[config.mk]
export PLATFORM = sky130hd
export DESIGN_NAME = spi_slave_rx
export DESIGN_NICKNAME = d
export VERILOG_FILES = /design/src/rtl/spi_slave_rx.sv
export SDC_FILE = /design/constraint.sdc
export NUM_CORES = 1
export LEC_CHECK = 0
export ABC_AREA = 1
export CORE_UTILIZATION = 50
export CTS_BUF_LIST = sky130_fd_sc_hd__clkbuf_8
export DETAILED_ROUTE_END_ITERATION = 7
export GPL_TIMING_DRIVEN = 0
export HOLD_SLACK_MARGIN = 0.08
export PLACE_DENSITY = 0.75
export SYNTH_ARGS = -nofsm -noshare
export SYNTH_HDL_FRONTEND = slang
export SYNTH_SLANG_ARGS = --single-unit
[constraint.sdc]
create_clock -name clk -period 2.4 [get_ports clk]
set_input_delay 0.48 -clock clk [delete_from_list [all_inputs] [get_ports clk]]
set_output_delay 0.48 -clock clk [all_outputs]
set_load 0.02 [all_outputs]
[src/rtl/spi_slave_rx.sv]
// SPI target receiver: oversamples sclk/cs/mosi in the clk domain and delivers words on valid/ready.
// Optional per-frame word counter output enabled by `define SPI_SLAVE_RX_BYTE_COUNT_EN.
module spi_slave_rx #(
  parameter int unsigned DATA_W      = 8,
  parameter bit          SAMPLE_RISE = 1'b0
) (
  input  logic              clk,
  input  logic              rst_n,
  input  logic              sclk,
  input  logic              cs,
  input  logic              mosi,
  output logic [DATA_W-1:0] rx_data,
  output logic              rx_valid,
  input  logic              rx_ready,
  output logic              overrun,
  output logic              frame_err,
`ifdef SPI_SLAVE_RX_BYTE_COUNT_EN
  output logic [7:0]        frame_words,
`endif
  output logic              busy
);

  localparam int unsigned CNT_W = (DATA_W > 1) ? $clog2(DATA_W) : 1;

  typedef enum logic {
    IDLE  = 1'b0,
    SHIFT = 1'b1
  } state_t;

  logic              sclk_meta_q, sclk_s_q, sclk_d_q;
  logic              cs_meta_q, cs_s_q;
  logic              mosi_meta_q, mosi_s_q;
  logic              strobe_c;

  state_t            state_q, state_d;
  logic [DATA_W-1:0] shift_q, shift_d;
  logic [CNT_W-1:0]  cnt_q, cnt_d;
  logic              done_q, done_d;
  logic [DATA_W-1:0] rx_data_q, rx_data_d;
  logic              rx_valid_q, rx_valid_d;
  logic              overrun_q, overrun_d;
  logic              frame_err_q, frame_err_d;
  logic              busy_q, busy_d;
`ifdef SPI_SLAVE_RX_BYTE_COUNT_EN
  logic [7:0]        fw_q, fw_d;
`endif

  // Two-flop synchronisers plus a delayed sclk copy for edge detection
  always_ff @(posedge clk or negedge rst_n) begin
    if (!rst_n) begin
      sclk_meta_q <= 1'b0;
      sclk_s_q    <= 1'b0;
      sclk_d_q    <= 1'b0;
      cs_meta_q   <= 1'b1;
      cs_s_q      <= 1'b1;
      mosi_meta_q <= 1'b0;
      mosi_s_q    <= 1'b0;
    end else begin
      sclk_meta_q <= sclk;
      sclk_s_q    <= sclk_meta_q;
      sclk_d_q    <= sclk_s_q;
      cs_meta_q   <= cs;
      cs_s_q      <= cs_meta_q;
      mosi_meta_q <= mosi;
      mosi_s_q    <= mosi_meta_q;
    end
  end

  assign strobe_c = SAMPLE_RISE ? (~sclk_d_q & sclk_s_q) : (sclk_d_q & ~sclk_s_q);

  // Next-state: framing, shifting and word delivery
  always_comb begin
    state_d     = state_q;
    shift_d     = shift_q;
    cnt_d       = cnt_q;
    done_d      = 1'b0;
    frame_err_d = 1'b0;
    rx_data_d   = rx_data_q;
    rx_valid_d  = rx_valid_q;
    overrun_d   = 1'b0;
`ifdef SPI_SLAVE_RX_BYTE_COUNT_EN
    fw_d        = fw_q;
`endif

    case (state_q)
      IDLE: begin
        shift_d = '0;
        cnt_d   = '0;
        if (!cs_s_q) begin
          state_d = SHIFT;
`ifdef SPI_SLAVE_RX_BYTE_COUNT_EN
          fw_d    = 8'd0;
`endif
        end
      end
      SHIFT: begin
        // cs release takes priority over a coincident sample
        if (cs_s_q) begin
          state_d     = IDLE;
          shift_d     = '0;
          cnt_d       = '0;
          frame_err_d = (cnt_q != '0);
        end else if (strobe_c) begin
          shift_d = {shift_q[DATA_W-2:0], mosi_s_q};
          if (cnt_q == CNT_W'(DATA_W - 1)) begin
            cnt_d  = '0;
            done_d = 1'b1;
`ifdef SPI_SLAVE_RX_BYTE_COUNT_EN
            fw_d   = (fw_q == 8'hFF) ? fw_q : fw_q + 8'd1;
`endif
          end else begin
            cnt_d = cnt_q + CNT_W'(1);
          end
        end
      end
      default: state_d = IDLE;
    endcase

    // A handshake in the completion cycle frees the slot for the new word
    if (done_q) begin
      if (!rx_valid_q || rx_ready) begin
        rx_data_d  = shift_q;
        rx_valid_d = 1'b1;
      end else begin
        overrun_d = 1'b1;
      end
    end else if (rx_valid_q && rx_ready) begin
      rx_valid_d = 1'b0;
    end

    busy_d = (state_d == SHIFT);
  end

  always_ff @(posedge clk or negedge rst_n) begin
    if (!rst_n) begin
      state_q     <= IDLE;
      shift_q     <= '0;
      cnt_q       <= '0;
      done_q      <= 1'b0;
      rx_data_q   <= '0;
      rx_valid_q  <= 1'b0;
      overrun_q   <= 1'b0;
      frame_err_q <= 1'b0;
      busy_q      <= 1'b0;
`ifdef SPI_SLAVE_RX_BYTE_COUNT_EN
      fw_q        <= 8'd0;
`endif
    end else begin
      state_q     <= state_d;
      shift_q     <= shift_d;
      cnt_q       <= cnt_d;
      done_q      <= done_d;
      rx_data_q   <= rx_data_d;
      rx_valid_q  <= rx_valid_d;
      overrun_q   <= overrun_d;
      frame_err_q <= frame_err_d;
      busy_q      <= busy_d;
`ifdef SPI_SLAVE_RX_BYTE_COUNT_EN
      fw_q        <= fw_d;
`endif
    end
  end

  assign rx_data   = rx_data_q;
  assign rx_valid  = rx_valid_q;
  assign overrun   = overrun_q;
  assign frame_err = frame_err_q;
  assign busy      = busy_q;
`ifdef SPI_SLAVE_RX_BYTE_COUNT_EN
  assign frame_words = fw_q;
`endif

endmodule

Word-level counts from Yosys, hierarchy flattened. Index checks and enable logic that the tools add are counted.

Word-level logic and storage cells: 48. Register bits: 31. Output and inout bits: 12. Bits of input ports: 6.

Add/subtract/negate cells: 1. Mux-type cells: 19. Eq/ne operators: 3. Bitwise gates (word level): 3. Reductions and logical operators: 7.

Operator list (count): $mux 8 (2); $pmux 8 s2 (1); $mux 1 (12); $mux 3 (3); $pmux 3 s2 (1); $reduce_and 2->1 (2); $add 3x1->3 const B (1); $eq 3x3->1 const B (1); $ne 3x3->1 const B (1); $reduce_bool 3->1 (1); $ne 2x1->1 const B (1); $not 1->1 (2); $reduce_bool 2->1 (1); $and 1x1->1 (1); $logic_and 1x1->1 (1); $logic_not 1->1 (1); $logic_or 1x1->1 (1).

Depth between registers and ports, before layout.
Depth after elaboration: 5. Gate-level depth with buffers: 5.

Worst setup path before layout. OpenSTA, ideal clock, no wires.

Path type: reg-to-reg. Start point: register cnt_q[0]. End point: register cnt_q[2]. Arrival: 951 ps. Slack: 1332 ps. Stages on the path, launching flop included: 5. Path through: dfrtp_1 > ha_1 > ha_1 > nand3_1 > nand2_1.

Longest elaborated chain between the ends: 5.

Ends and longest elaborated chain: start: declaration (RTL line 37) `logic [CNT_W-1:0] cnt_q, cnt_d;`; start signal: assignment (RTL line 151) `cnt_q <= cnt_d;`; $add 3x1->3 or $eq 3x3->1 (tied branches) (RTL line 112, 105); $mux 3 * (RTL line 105) `if (cnt_q == CNT_W'(DATA_W - 1)) begin`; $mux 3 * (RTL line 103) `end else if (strobe_c) begin`; $mux 3 * (RTL line 98) `if (cs_s_q) begin`; $pmux 3 s2 * (RTL line 85) `case (state_q)`.

Every way passes the cells marked *; elsewhere a longest branch is shown, timed or not. The select of a mux whose other input is x is not followed. A chain may end at the register's enable or synchronous reset.

Worst setup path after layout.
Start point: register busy_q (netlist: busy). End point: output port busy.

RTL lines: start: declaration (RTL line 43) `logic busy_q, busy_d;`; start signal: assignment (RTL line 157) `busy_q <= busy_d;`; end: declaration (RTL line 20) `output logic busy`.

No word-level cell between the ends.

==> flow_metrics.py <==
metrics = {
    "die": {
        "ios": 18,
        "coreArea_mm2": 0.00225,
        "die-area_mm2": 0.00263,
        "rows": 17,
        "initial_core_util_pct": 53.8,
        "die_h_um": 51.2,
        "die_x_um": 51.2,
    },
    "global_route": {
        "overflow": 0,
        "grtUsageTotal_pct": 19.2,
        "antenna_found_initial": 0,
        "grt_pass1_wl_um": 3530,
        "grt_start_max_net_pins": 32,
        "grt_pass1_vias": 871,
    },
    "synthesis": {
        "synth_commonest_cells": "nand2_1 (32), nand3_1 (30), dfrtp_1 (29)",
        "syn_nets": 127,
        "synth_top_family_by_area": "simple AND/OR/NAND/NOR gates",
        "synth.avg_cell_area_um2": 10.3,
        "yosysTopAreaCell": "dfrtp_1",
        "synth_warnings": 0,
        "synth_edf_count": 0,
        "syn_area_mm2": 0.00121,
        "synth_fa_ha_area_share_pct": 3.10,
        "yosysSeqAreaShare_pct": 64.2,
        "synthFlopType": "dfrtp_1",
        "synth-compound-area-share_pct": 0.413,
        "synth-simple-area-share_pct": 25.4,
        "yosys_register_bits": 31,
        "synth_top_area_share_pct": 59.9,
        "syn-instance-count": 118,
        "synthArstFlopShare_pct": 100,
        "synth_most_common_cell": "nand2_1",
        "synth-xor-area-share_pct": 0,
        "synth_mux_area_share_pct": 0,
        "synth_cell_types": 16,
        "synthTopCellsByArea": "dfrtp_1 (60%), nand3_1 (12%), nand2_1 (9.9%)",
    },
    "clocking": {
        "cts.sinks": 31,
        "cts_tree": "done",
        "post_cts_buffers": 0,
        "cts-root-buf": "clkbuf_8",
        "clkLatencyLatePin_ns": 0.28,
        "path_clk_slew_ns": 0.06,
        "ctsResizeCount": 0,
        "clk_path_buf_depth": 2,
        "holdBufCountCts": 0,
        "cts_buffers": 5,
        "h-tree-depth": 2,
    },
    "drt": {
        "via_count": 886,
        "via_per_inst": 5.18,
        "wirelength_um": 1940,
        "first_pass_iters": 4,
        "wire_per_inst_um": 11.4,
        "ant_nets": 0,
        "drc": 0,
        "drt-initial-drc-count": 13,
    },
    "worst_hold_path": {
        "hp-class": "in -> async",
    },
    "sta": {
        "worst_slew_pin_slew_ns": 0.647,
        "final-setup-viol-count": 0,
        "post-route-min-period_ns": 1.74,
        "fin_skew_ns": 0.00643,
        "slew_viol_final": 0,
        "fin_crit_sh_pct": 72.6,
        "max_freq_mhz": 574,
        "rsz0062_at_grt": "false",
        "max_slew_margin_pct": 56.9,
        "hold_viol": 0,
        "fin_setup_tns_ns": 0,
    },
    "critical_path": {
        "cp_slowest_cell": "clkdlybuf4s50_1",
        "endpoint_kind": "output pin",
        "cp-start-kind": "flip-flop",
        "cp_max_fo": 3,
        "path_delay_family": "buffers and inverters",
        "path_class": "reg -> out",
        "crit_buf_inv": 1,
        "r2r_end": "cnt_q[2]",
        "critical_path_required_ns": 1.92,
        "critical_path_arrival_ns": 1.26,
        "reg2reg_slack_ns": 1.26,
        "reg2reg_from": "cnt_q[0]",
        "crit_path_max_incr_delay_ns": 0.62,
        "rr_worst_depth": 4,
        "path_cells": "clkdlybuf4s50_1",
    },
    "cells_and_area": {
        "nets": 151,
        "antennaDiodeCount": 0,
        "area_delta_synth_final_pct": 23.1,
        "drive_gt1_share_pct": 13.3,
    },
    "run": {
        "cap_violations": 0,
    },
    "power_and_ir_drop": {
        "total_power_uw": 945,
        "p_per_area_mw_per_mm2": 633,
        "ir_drop_uv": 430,
        "power.leakage_nw": 0.786,
    },
    "outcome": {
        "outcome": "complete, no violations",
    },
    "place": {
        "hpwlAfterDp_um": 1340,
        "gp_congestion": 0.762,
        "portBuffers": 17,
    },
}
-- where the power goes --
part | switching (mW) | internal, mW | total, mW
clock network | 0.170 | 0.192 | 0.363
logic | 0.0272 | 0.0172 | 0.0444
registers | 0.00526 | 0.532 | 0.538
-- cell families (layout without fill, tap and decap cells) --
family | after synthesis | after routing
AO/OA/AOI/OAI | 1 | 1
AND/OR/NAND/NOR | 68 | 68
buffers and inverters | 15 | 40
adder cells (fa/ha/maj) | 3 | 3
flip-flops | 31 | 31
-- layout by cell type, fill, tap and decap left out --
cell,synthesis,layout
nor2_2,2,2
clkdlybuf4s50_1,0,16
inv_2,1,1
nand2_2,1,1
ha_1,3,3
nor2_4,1,1
buf_4,2,2
dfstp_2,2,2
buf_6,2,2
clkbuf_8,0,5
inv_1,8,11
clkbuf_4,1,1
a21oi_1,1,1
nand2_1,32,32
nor2_1,2,2
dfrtp_1,29,29
buf_2,1,2
nand3_1,30,30
-- metrics by stage --
| stage | hold WS (ns) | setup slack (ns) | cell area [µm²] | instances | utilization, % |
|---|---|---|---|---|---|
| floorplan | 0.184 | 1.33 | 1210 | 118 | - |
| global placement | 0.335 | 0.372 | 1420 | 163 | 62.9 |
| detailed placement | 0.342 | 0.330 | 1420 | 163 | 62.9 |
| CTS | 0.349 | 0.625 | 1500 | 171 | 66.4 |
| global route | 0.287 | 0.613 | 1490 | 171 | 66.2 |
| finish | 0.227 | 0.657 | 1490 | 171 | 66.2 |
-- registers in the layout (all words and copies together), names as in the netlist --
register	flops
busy	1
cnt_q	3
cs_meta_q	1
cs_s_q	1
done_q	1
frame_err	1
mosi_meta_q	1
mosi_s_q	1
overrun	1
rx_data	8
rx_valid	1
sclk_d_q	1
sclk_meta_q	1
sclk_s_q	1
shift_q	8
-- area by class of cell --
class / instances / area [µm²]
plain buffers: 6 / 50.0
clock buffers: 5 / 68.8
clock inverters: 3 / 11.3
fillers: 201 / 762
inverters: 9 / 33.8
multi-input cells: 72 / 350
flip-flops and latches: 31 / 778
well taps: 28 / 35.0
repair buffers: 17 / 165
-- how the worst max path moves through the flow --
stage,endpoint,depth (start not counted),from
final,busy,1,busy
after global routing,busy,1,busy
after CTS,mosi_s_q,1,rst_n
after detailed placement,sclk_s_q,1,rst_n
after global placement,mosi_meta_q,1,rst_n
after floorplan,cnt_q[2],4,cnt_q[0]
-- layer usage --
metal | global-route usage, % | part of all wire (%)
met5 | 0 | 0
met1 | 19.5 | 42
met2 | 33.8 | 49
met3 | 7.14 | 6.2
met4 | 10.8 | 2.4
No activity file was read; power rests on OpenSTA's default activity.
